$ cat config.mk
export PLATFORM = sky130hd
export DESIGN_NAME = commit_trace_buffer
export DESIGN_NICKNAME = d
export VERILOG_FILES = /design/src/rtl/riscv_pkg.sv /design/src/rtl/commit_trace_buffer_fifo.sv /design/src/rtl/commit_trace_buffer.sv
export SDC_FILE = /design/constraint.sdc
export NUM_CORES = 2
export LEC_CHECK = 0
export ABC_CLOCK_PERIOD_IN_PS = 22100
export BUFFER_PORTS_ARGS = -buffer_cell sky130_fd_sc_hd__buf_4
export CAP_MARGIN = 40
export CORE_AREA = 2 2 481 673
export CTS_CLUSTER_SIZE = 10
export DETAILED_ROUTE_END_ITERATION = 10
export DIE_AREA = 0 0 483 675
export SLEW_MARGIN = 30
export SYNTH_ARGS = -nofsm -noshare
export SYNTH_HDL_FRONTEND = slang
export SYNTH_SLANG_ARGS = --single-unit
$ cat constraint.sdc
create_clock -name clk -period 22.1 [get_ports clk]
set_clock_uncertainty 0.15 [all_clocks]
set_input_delay 3.315 -clock clk [delete_from_list [all_inputs] [get_ports clk]]
set_output_delay 3.315 -clock clk [all_outputs]
set_load 0.1 [all_outputs]
$ cat src/rtl/riscv_pkg.sv
// riscv_pkg: core-wide constants plus the packed commit-trace record.
// Optional COMMIT_TRACE_TIMESTAMP_EN adds a 32-bit capture timestamp to each record.
package riscv_pkg;

    localparam int XLEN       = 32;
    localparam int NB_REGS    = 5;
    localparam int TRACE_TS_W = 32;

    typedef struct packed {
`ifdef COMMIT_TRACE_TIMESTAMP_EN
        logic [TRACE_TS_W-1:0] timestamp;
`endif
        logic [XLEN-1:0]    pc;
        logic               rd_v;
        logic [NB_REGS-1:0] rd_adr;
        logic [XLEN-1:0]    rd_data;
        logic               csr_v;
        logic [11:0]        csr_adr;
        logic [XLEN-1:0]    csr_data;
        logic               branch_v;
        logic               mem_v;
        logic [XLEN-1:0]    mem_adr;
        logic               store_v;
        logic [XLEN-1:0]    store_data;
    } trace_rec_t;

endpackage

$ cat src/rtl/commit_trace_buffer_fifo.sv
// trace_fifo: show-ahead synchronous FIFO with wrap-bit pointers.
// A push while full is taken only when a pop happens in the same cycle.
module trace_fifo #(
    parameter int DATA_W = 8,
    parameter int DEPTH  = 16
) (
    input  logic                     clk,
    input  logic                     reset_n,
    input  logic                     push_i,
    input  logic                     pop_i,
    input  logic [DATA_W-1:0]        data_i,
    output logic [DATA_W-1:0]        data_o,
    output logic                     full_o,
    output logic                     empty_o,
    output logic [$clog2(DEPTH):0]   count_o
);
    localparam int AW = $clog2(DEPTH);

    logic [DATA_W-1:0] mem_q [DEPTH];
    logic [AW:0]       wr_ptr_q, wr_ptr_d, rd_ptr_q, rd_ptr_d;
    logic              do_push, do_pop;

    assign empty_o  = wr_ptr_q == rd_ptr_q;
    assign full_o   = (wr_ptr_q[AW] != rd_ptr_q[AW]) && (wr_ptr_q[AW-1:0] == rd_ptr_q[AW-1:0]);
    assign count_o  = wr_ptr_q - rd_ptr_q;
    assign do_pop   = pop_i & ~empty_o;
    assign do_push  = push_i & (~full_o | do_pop);
    assign wr_ptr_d = wr_ptr_q + (AW+1)'(do_push);
    assign rd_ptr_d = rd_ptr_q + (AW+1)'(do_pop);
    assign data_o   = mem_q[rd_ptr_q[AW-1:0]];

    always_ff @(posedge clk or negedge reset_n) begin
        if (!reset_n) begin
            wr_ptr_q <= '0;
            rd_ptr_q <= '0;
        end else begin
            wr_ptr_q <= wr_ptr_d;
            rd_ptr_q <= rd_ptr_d;
        end
    end

    // Storage carries no reset; emptiness is tracked by the pointers alone.
    always_ff @(posedge clk) begin
        if (do_push) mem_q[wr_ptr_q[AW-1:0]] <= data_i;
    end

endmodule

$ cat src/rtl/commit_trace_buffer.sv
// commit_trace_buffer: packs per-cycle retirement events into trace records, buffers them, counts overflow drops.
// Define COMMIT_TRACE_TIMESTAMP_EN to stamp each record with a free-running cycle counter.
module commit_trace_buffer
    import riscv_pkg::*;
#(
    parameter int DEPTH  = 16,
    parameter int DROP_W = 16
) (
    input  logic                     clk,
    input  logic                     reset_n,
    input  logic                     wbk_v_i,
    input  logic [NB_REGS-1:0]       wbk_adr_i,
    input  logic [XLEN-1:0]          wbk_data_i,
    input  logic                     wbk_csr_v_i,
    input  logic [11:0]              wbk_csr_adr_i,
    input  logic [XLEN-1:0]          wbk_csr_data_i,
    input  logic                     branch_v_i,
    input  logic                     val_adr_v_i,
    input  logic [XLEN-1:0]          val_adr_i,
    input  logic                     val_store_v_i,
    input  logic [XLEN-1:0]          val_store_data_i,
    input  logic [XLEN-1:0]          pc_val_i,
    output logic                     trace_valid_o,
    input  logic                     trace_ready_i,
    output trace_rec_t               trace_rec_o,
    output logic [$clog2(DEPTH):0]   count_o,
    output logic [DROP_W-1:0]        drop_cnt_o,
    output logic                     overflow_o,
    input  logic                     clear_i
);
    trace_rec_t        rec;
    logic              evt, pop, full, empty, drop;
    logic [DROP_W-1:0] drop_cnt_q, drop_cnt_d;
    logic              overflow_q, overflow_d;

`ifdef COMMIT_TRACE_TIMESTAMP_EN
    logic [TRACE_TS_W-1:0] ts_q;

    always_ff @(posedge clk or negedge reset_n) begin
        if (!reset_n) ts_q <= '0;
        else          ts_q <= ts_q + 1'b1;
    end
`endif

    assign evt  = wbk_v_i | wbk_csr_v_i | branch_v_i | val_adr_v_i;
    assign pop  = trace_valid_o & trace_ready_i;
    assign drop = evt & full & ~pop;

    always_comb begin
        rec            = '0;
        rec.pc         = pc_val_i;
        rec.rd_v       = wbk_v_i;
        rec.rd_adr     = wbk_v_i ? wbk_adr_i : '0;
        rec.rd_data    = wbk_v_i ? wbk_data_i : '0;
        rec.csr_v      = wbk_csr_v_i;
        rec.csr_adr    = wbk_csr_v_i ? wbk_csr_adr_i : '0;
        rec.csr_data   = wbk_csr_v_i ? wbk_csr_data_i : '0;
        rec.branch_v   = branch_v_i;
        rec.mem_v      = val_adr_v_i;
        rec.mem_adr    = val_adr_v_i ? val_adr_i : '0;
        rec.store_v    = val_store_v_i;
        rec.store_data = val_store_v_i ? val_store_data_i : '0;
`ifdef COMMIT_TRACE_TIMESTAMP_EN
        rec.timestamp  = ts_q;
`endif
    end

    // Clear wins over history but not over a drop in the same cycle.
    always_comb begin
        drop_cnt_d = clear_i ? '0 : drop_cnt_q;
        if (drop && !(&drop_cnt_d)) drop_cnt_d = drop_cnt_d + 1'b1;
        overflow_d = (overflow_q & ~clear_i) | drop;
    end

    always_ff @(posedge clk or negedge reset_n) begin
        if (!reset_n) begin
            drop_cnt_q <= '0;
            overflow_q <= 1'b0;
        end else begin
            drop_cnt_q <= drop_cnt_d;
            overflow_q <= overflow_d;
        end
    end

    trace_fifo #(
        .DATA_W ($bits(trace_rec_t)),
        .DEPTH  (DEPTH)
    ) u_fifo (
        .clk     (clk),
        .reset_n (reset_n),
        .push_i  (evt),
        .pop_i   (pop),
        .data_i  (rec),
        .data_o  (trace_rec_o),
        .full_o  (full),
        .empty_o (empty),
        .count_o (count_o)
    );

    assign trace_valid_o = ~empty;
    assign drop_cnt_o    = drop_cnt_q;
    assign overflow_o    = overflow_q;

endmodule

After elaboration in Yosys (flattened, before gate mapping):

Memories as Yosys holds them, arrays and structs flattened.
Index checks and enable logic that the tools add are counted.
W data, S select, Z words.

* add/sub/neg operators: 4
* eq/ne operators: 3
* mux-type cells: 10
* bitwise operators: 15
* reductions and logical operators: 4

Operator list (count)
* $mux W32: 4
* $mux W16: 2
* $add A16 B1 Y16 const B: 1
* $reduce_and A16 Y1: 1
* $mux W12: 1
* $add A5 B1 Y5: 2
* $and A1 B1 Y1: 6
* $eq A5 B5 Y1: 1
* $mux W5: 1
* $or A1 B1 Y1: 5
* $sub A5 B5 Y5: 1
* $eq A4 B4 Y1: 1
* $not A1 Y1: 4
* $logic_and A1 B1 Y1: 2
* $mux W1: 2
* $logic_not A1 Y1: 1
* $ne A1 B1 Y1: 1

* register bits after elaboration: 27
* memory bits (writable): 2912
* output and inout port bits: 205
* word-level logic and storage cells: 41
* memories kept: 1

Memories
* u_fifo.mem_q: depth 16, width 182, read ports 1, clocked after memory_dff 0, wr ports 1, line commit_trace_buffer_fifo.sv:19 `logic [DATA_W-1:0] mem_q [DEPTH];`

Depth between registers and ports, before layout:

* word-level depth: 8
* depth in mapped cells: 13

Cells and area by module:

Synthesis repeated with hierarchy kept, for this count alone.

* cell total of the unflattened synthesis: 5172
* area total of the unflattened synthesis: 112898.3 um^2

By module, submodules not included
* trace_fifo: instances 1, cells each 4913, area an instance 110951.4 um^2, seq. area each 87694.1 um^2
* commit_trace_buffer: instances 1, cells each 259, area an instance 1946.9 um^2, seq. area each 425.4 um^2

Least setup slack after synthesis:

No wires, ideal clock.

* kind: input-to-reg
* from: input wbk_v_i
* to: memory u_fifo.mem_q[0][0] (netlist name), enable pin
* setup time: 0.946 ns
* data arrival time: 16.053 ns
* slack: 4.951 ns
* stages: 4
* cell sequence: nor4_1 nor2_1 nand3_1 nor3_1

* cells in the longest elaborated chain, start to end: 6

RTL lines
* from (decl): line commit_trace_buffer.sv:11 `input logic wbk_v_i,`
* $or A1 B1 Y1 (3 in series): line commit_trace_buffer.sv:45 `assign evt = wbk_v_i | wbk_csr_v_i | branch_v_i | val_adr_v_i;`
* $and A1 B1 Y1: line commit_trace_buffer_fifo.sv:27 `assign do_push = push_i & (~full_o | do_pop);`
* $mux W1: line commit_trace_buffer_fifo.sv:44 `if (do_push) mem_q[wr_ptr_q[AW-1:0]] <= data_i;`
* $mux W1 (not written as such): line commit_trace_buffer_fifo.sv:44
* to (decl): line commit_trace_buffer_fifo.sv:19

Every way passes these cells.

==> reports/results.tsv <==
metric	value	unit
rrSetupSlack	15.62	ns
numCtsBuffers	340	
relSlewSlack	0.3050	
syn_inst	4356	
cts-hold-fix-buffers	0	
synth_top_area_frac	0.7840	
finalNonFillerCells	9298	
htree_levels	5	
io_buffers	390	
drc	0	
synth_top_cell_by_area	edfxtp_1	
setup_tns	0	ns
cts.clk_slew.worst_paths	0.06	ns
hold_path_depth	1	
wl_per_cell	29.19	um
io_pins	391	
synth_edf_count	2912	
post-route-util	0.4058	
cts_tree	yes	
grt_pass1_vias	52903	
final-hold-violation-count	0	
crit_type	flop to primary output	
yosys-top-cells-area	edfxtp_1 (78%), mux4_2 (18%), and2_1 (0.84%)	
syn_nets	4552	
wl	271400	um
synth_area	111500	um2
fillerInstances	27657	
ys.flop_type	edfxtp_1	
slowest_delay	0.85	ns
crit_path_frequent_cell	buf_4	
gp_congestion	0.7449	
start_util	0.3484	
hold_end	u_fifo.rd_ptr_q[4]	
grt_start_max_net_pins	134	
rows	246	
track_usage	0.1641	
antenna_found_initial	23	
dieHeight	675	um
overflow	0	
cp-start-kind	flop	
hp-class	flop to flop	
grt_first_pass_wirelength	386700	um
insertion_delay	0.87	ns
cp.required	18.64	ns
ff2ff_path_depth	10	
preCtsSetupSlack	13.06	ns
min_from	u_fifo.rd_ptr_q[4]	
core	320100	um2
maxCapViolCount	0	
drv_slew	0	
post_cts_buffers	0	
period_share	0.4384	
drt_iter0_drc	4757	
worst-slew-pin-transition	1.043	ns
vias	49309	
postLayoutSetupSlackWorst	12.41	ns
cp-end-kind	primary output	
num-nets-final	5210	
final_antenna_net_count	0	
ys_seq_elements	2939	
dp_hpwl	144000	um
r2r-start	u_fifo.rd_ptr_q[0]	
cts_resized	0	
clock-root-buffer	clkbuf_16	
synth_cell_types	36	
crit_chain	buf_4 -> buf_16 -> buf_4 -> buf_12 -> buf_16 -> buf_4 -> buf_12 -> mux4_2 -> mux4_2 -> buf_4	
drive_above_1_share	0.3638	
seq_area_frac_synth	0.7900	
status	completed	
fp.dieArea	326000	um2
dieWidth	483	um
slowest_stage	dfrtp_4	
async_reset_ff_frac	0.009187	
cts_sinks	2939	
postSynthAreaPerCell	25.61	um2
r2r-end	u_fifo.mem_q[11][148]	
setup_viol	0	
rsz0062_at_grt	false	
timing.fmax	103.2	MHz
yosys_warnings	0	
worstPathMaxFanout	66	
placedCellCount	8879	
clockBufferDepth	4	
cp.arrival	6.22	ns
min_period	9.688	ns
area_delta_synth_final	16.48	%
firstDrtPassIters	6	
viasPerCell	5.303	
-- worst max path at each step --
| stage | from | end |
|---|---|---|
| floorplan | wbk_v_i | u_fifo.mem_q[0][0] |
| finish | u_fifo.rd_ptr_q[0] | trace_rec_o[131] |
| global route | u_fifo.rd_ptr_q[0] | trace_rec_o[131] |
| CTS | u_fifo.rd_ptr_q[0] | trace_rec_o[46] |
| detailed placement | u_fifo.rd_ptr_q[0] | trace_rec_o[46] |
| global placement | u_fifo.rd_ptr_q[0] | trace_rec_o[159] |
-- placed cells by master, fill, tap and decap left out, types with 2 or more instances in the layout --
master | Yosys | final
nand2_1 | 10 | 10
dfrtp_1 | 27 | 24
buf_4 | 32 | 485
mux4_2 | 910 | 910
inv_6 | 0 | 5
and2_1 | 149 | 149
buf_16 | 0 | 19
diode_2 | 0 | 8
a211oi_1 | 3 | 3
clkinv_16 | 0 | 4
and3_1 | 3 | 3
inv_16 | 0 | 6
buf_6 | 12 | 5
nand3_1 | 11 | 11
nor4_1 | 3 | 2
dfrtp_4 | 0 | 3
a31oi_1 | 2 | 2
edfxtp_1 | 2912 | 2912
buf_12 | 0 | 28
nor2_1 | 20 | 8
nor3_2 | 0 | 4
xnor2_1 | 18 | 18
bufinv_16 | 0 | 5
clkinv_1 | 0 | 3
ha_1 | 9 | 9
mux2_2 | 2 | 2
a21o_1 | 2 | 2
clkinv_8 | 0 | 5
clkbuf_1 | 101 | 27
nor2_4 | 0 | 12
nand4_1 | 6 | 6
nand2b_1 | 5 | 5
nor3_1 | 6 | 2
clkbuf_16 | 0 | 344
inv_1 | 11 | 10
nor2b_1 | 11 | 11
a21oi_1 | 3 | 3
xor2_1 | 3 | 3
-- through the flow --
step | cell area [um2] | hold WS, ns
final | 129900 | 0.3460
after CTS | 129700 | 0.3520
after global routing | 129900 | 0.3818
after floorplan | 111500 | 0.3158
after global placement | 119800 | 0.3365
after detailed placement | 120400 | 0.3392
-- metal layers --
metal	vias to the layer above	GRT usage	share of wire
met4	12	0.04999	0.029
met5	-	0	0.00025
met2	1645	0.2866	0.52
met3	429	0.02969	0.059
li1	20107	-	-
met1	27116	0.2079	0.39
-- worst max-delay path, delay by kind of cell (launching register included) --
kind | cells | cell delay, ns
muxes | 2 | 1.05
DFF | 1 | 0.85
buffers and inverters | 8 | 3.18
-- final cells by class --
type / count / area, um2 / share of cell area
Timing Repair Buffer: 537 / 4781 / 0.03680
Tap cell: 4216 / 5275 / 0.04060
Clock inverter: 31 / 548.0 / 0.004218
Sequential cell: 2939 / 88130 / 0.6784
Clock buffer: 371 / 8710 / 0.06704
Inverter: 11 / 48.80 / 0.0003756
Antenna cell: 8 / 20.02 / 0.0001541
Multi-Input combinational cell: 1185 / 22400 / 0.1724
-- synth_stat cells, drive strengths merged, types with 4 or more instances --
| cell | instances |
|---|---|
| nand4 | 6 |
| nor2b | 11 |
| xnor2 | 18 |
| mux4 | 910 |
| ha | 9 |
| a21oi | 4 |
| nor2 | 20 |
| dfrtp | 27 |
| edfxtp | 2912 |
| nand2 | 10 |
| clkbuf | 101 |
| buf | 120 |
| nand3 | 11 |
| nor3 | 6 |
| nand2b | 5 |
| and2 | 149 |
| inv | 11 |
-- sequential cells by signal, indices dropped and copies added, names as in the netlist --
register,cells
overflow_o,1
u_fifo.rd_ptr_q,5
u_fifo.wr_ptr_q,5
drop_cnt_o,16
u_fifo.mem_q,2912
-- cell families after synthesis --
group	Yosys count	synth area share
simple gates	229	0.01215
buf+inv	232	0.01016
xor+xnor	21	0.001649
fa+ha+maj	10	0.001189
mux	912	0.1839
flops	2939	0.7900
compound gates	13	0.0008525
Power is left out: the tool's default activity adds up to more than one toggle a clock period on the data nets, which glitch-free logic cannot reach.
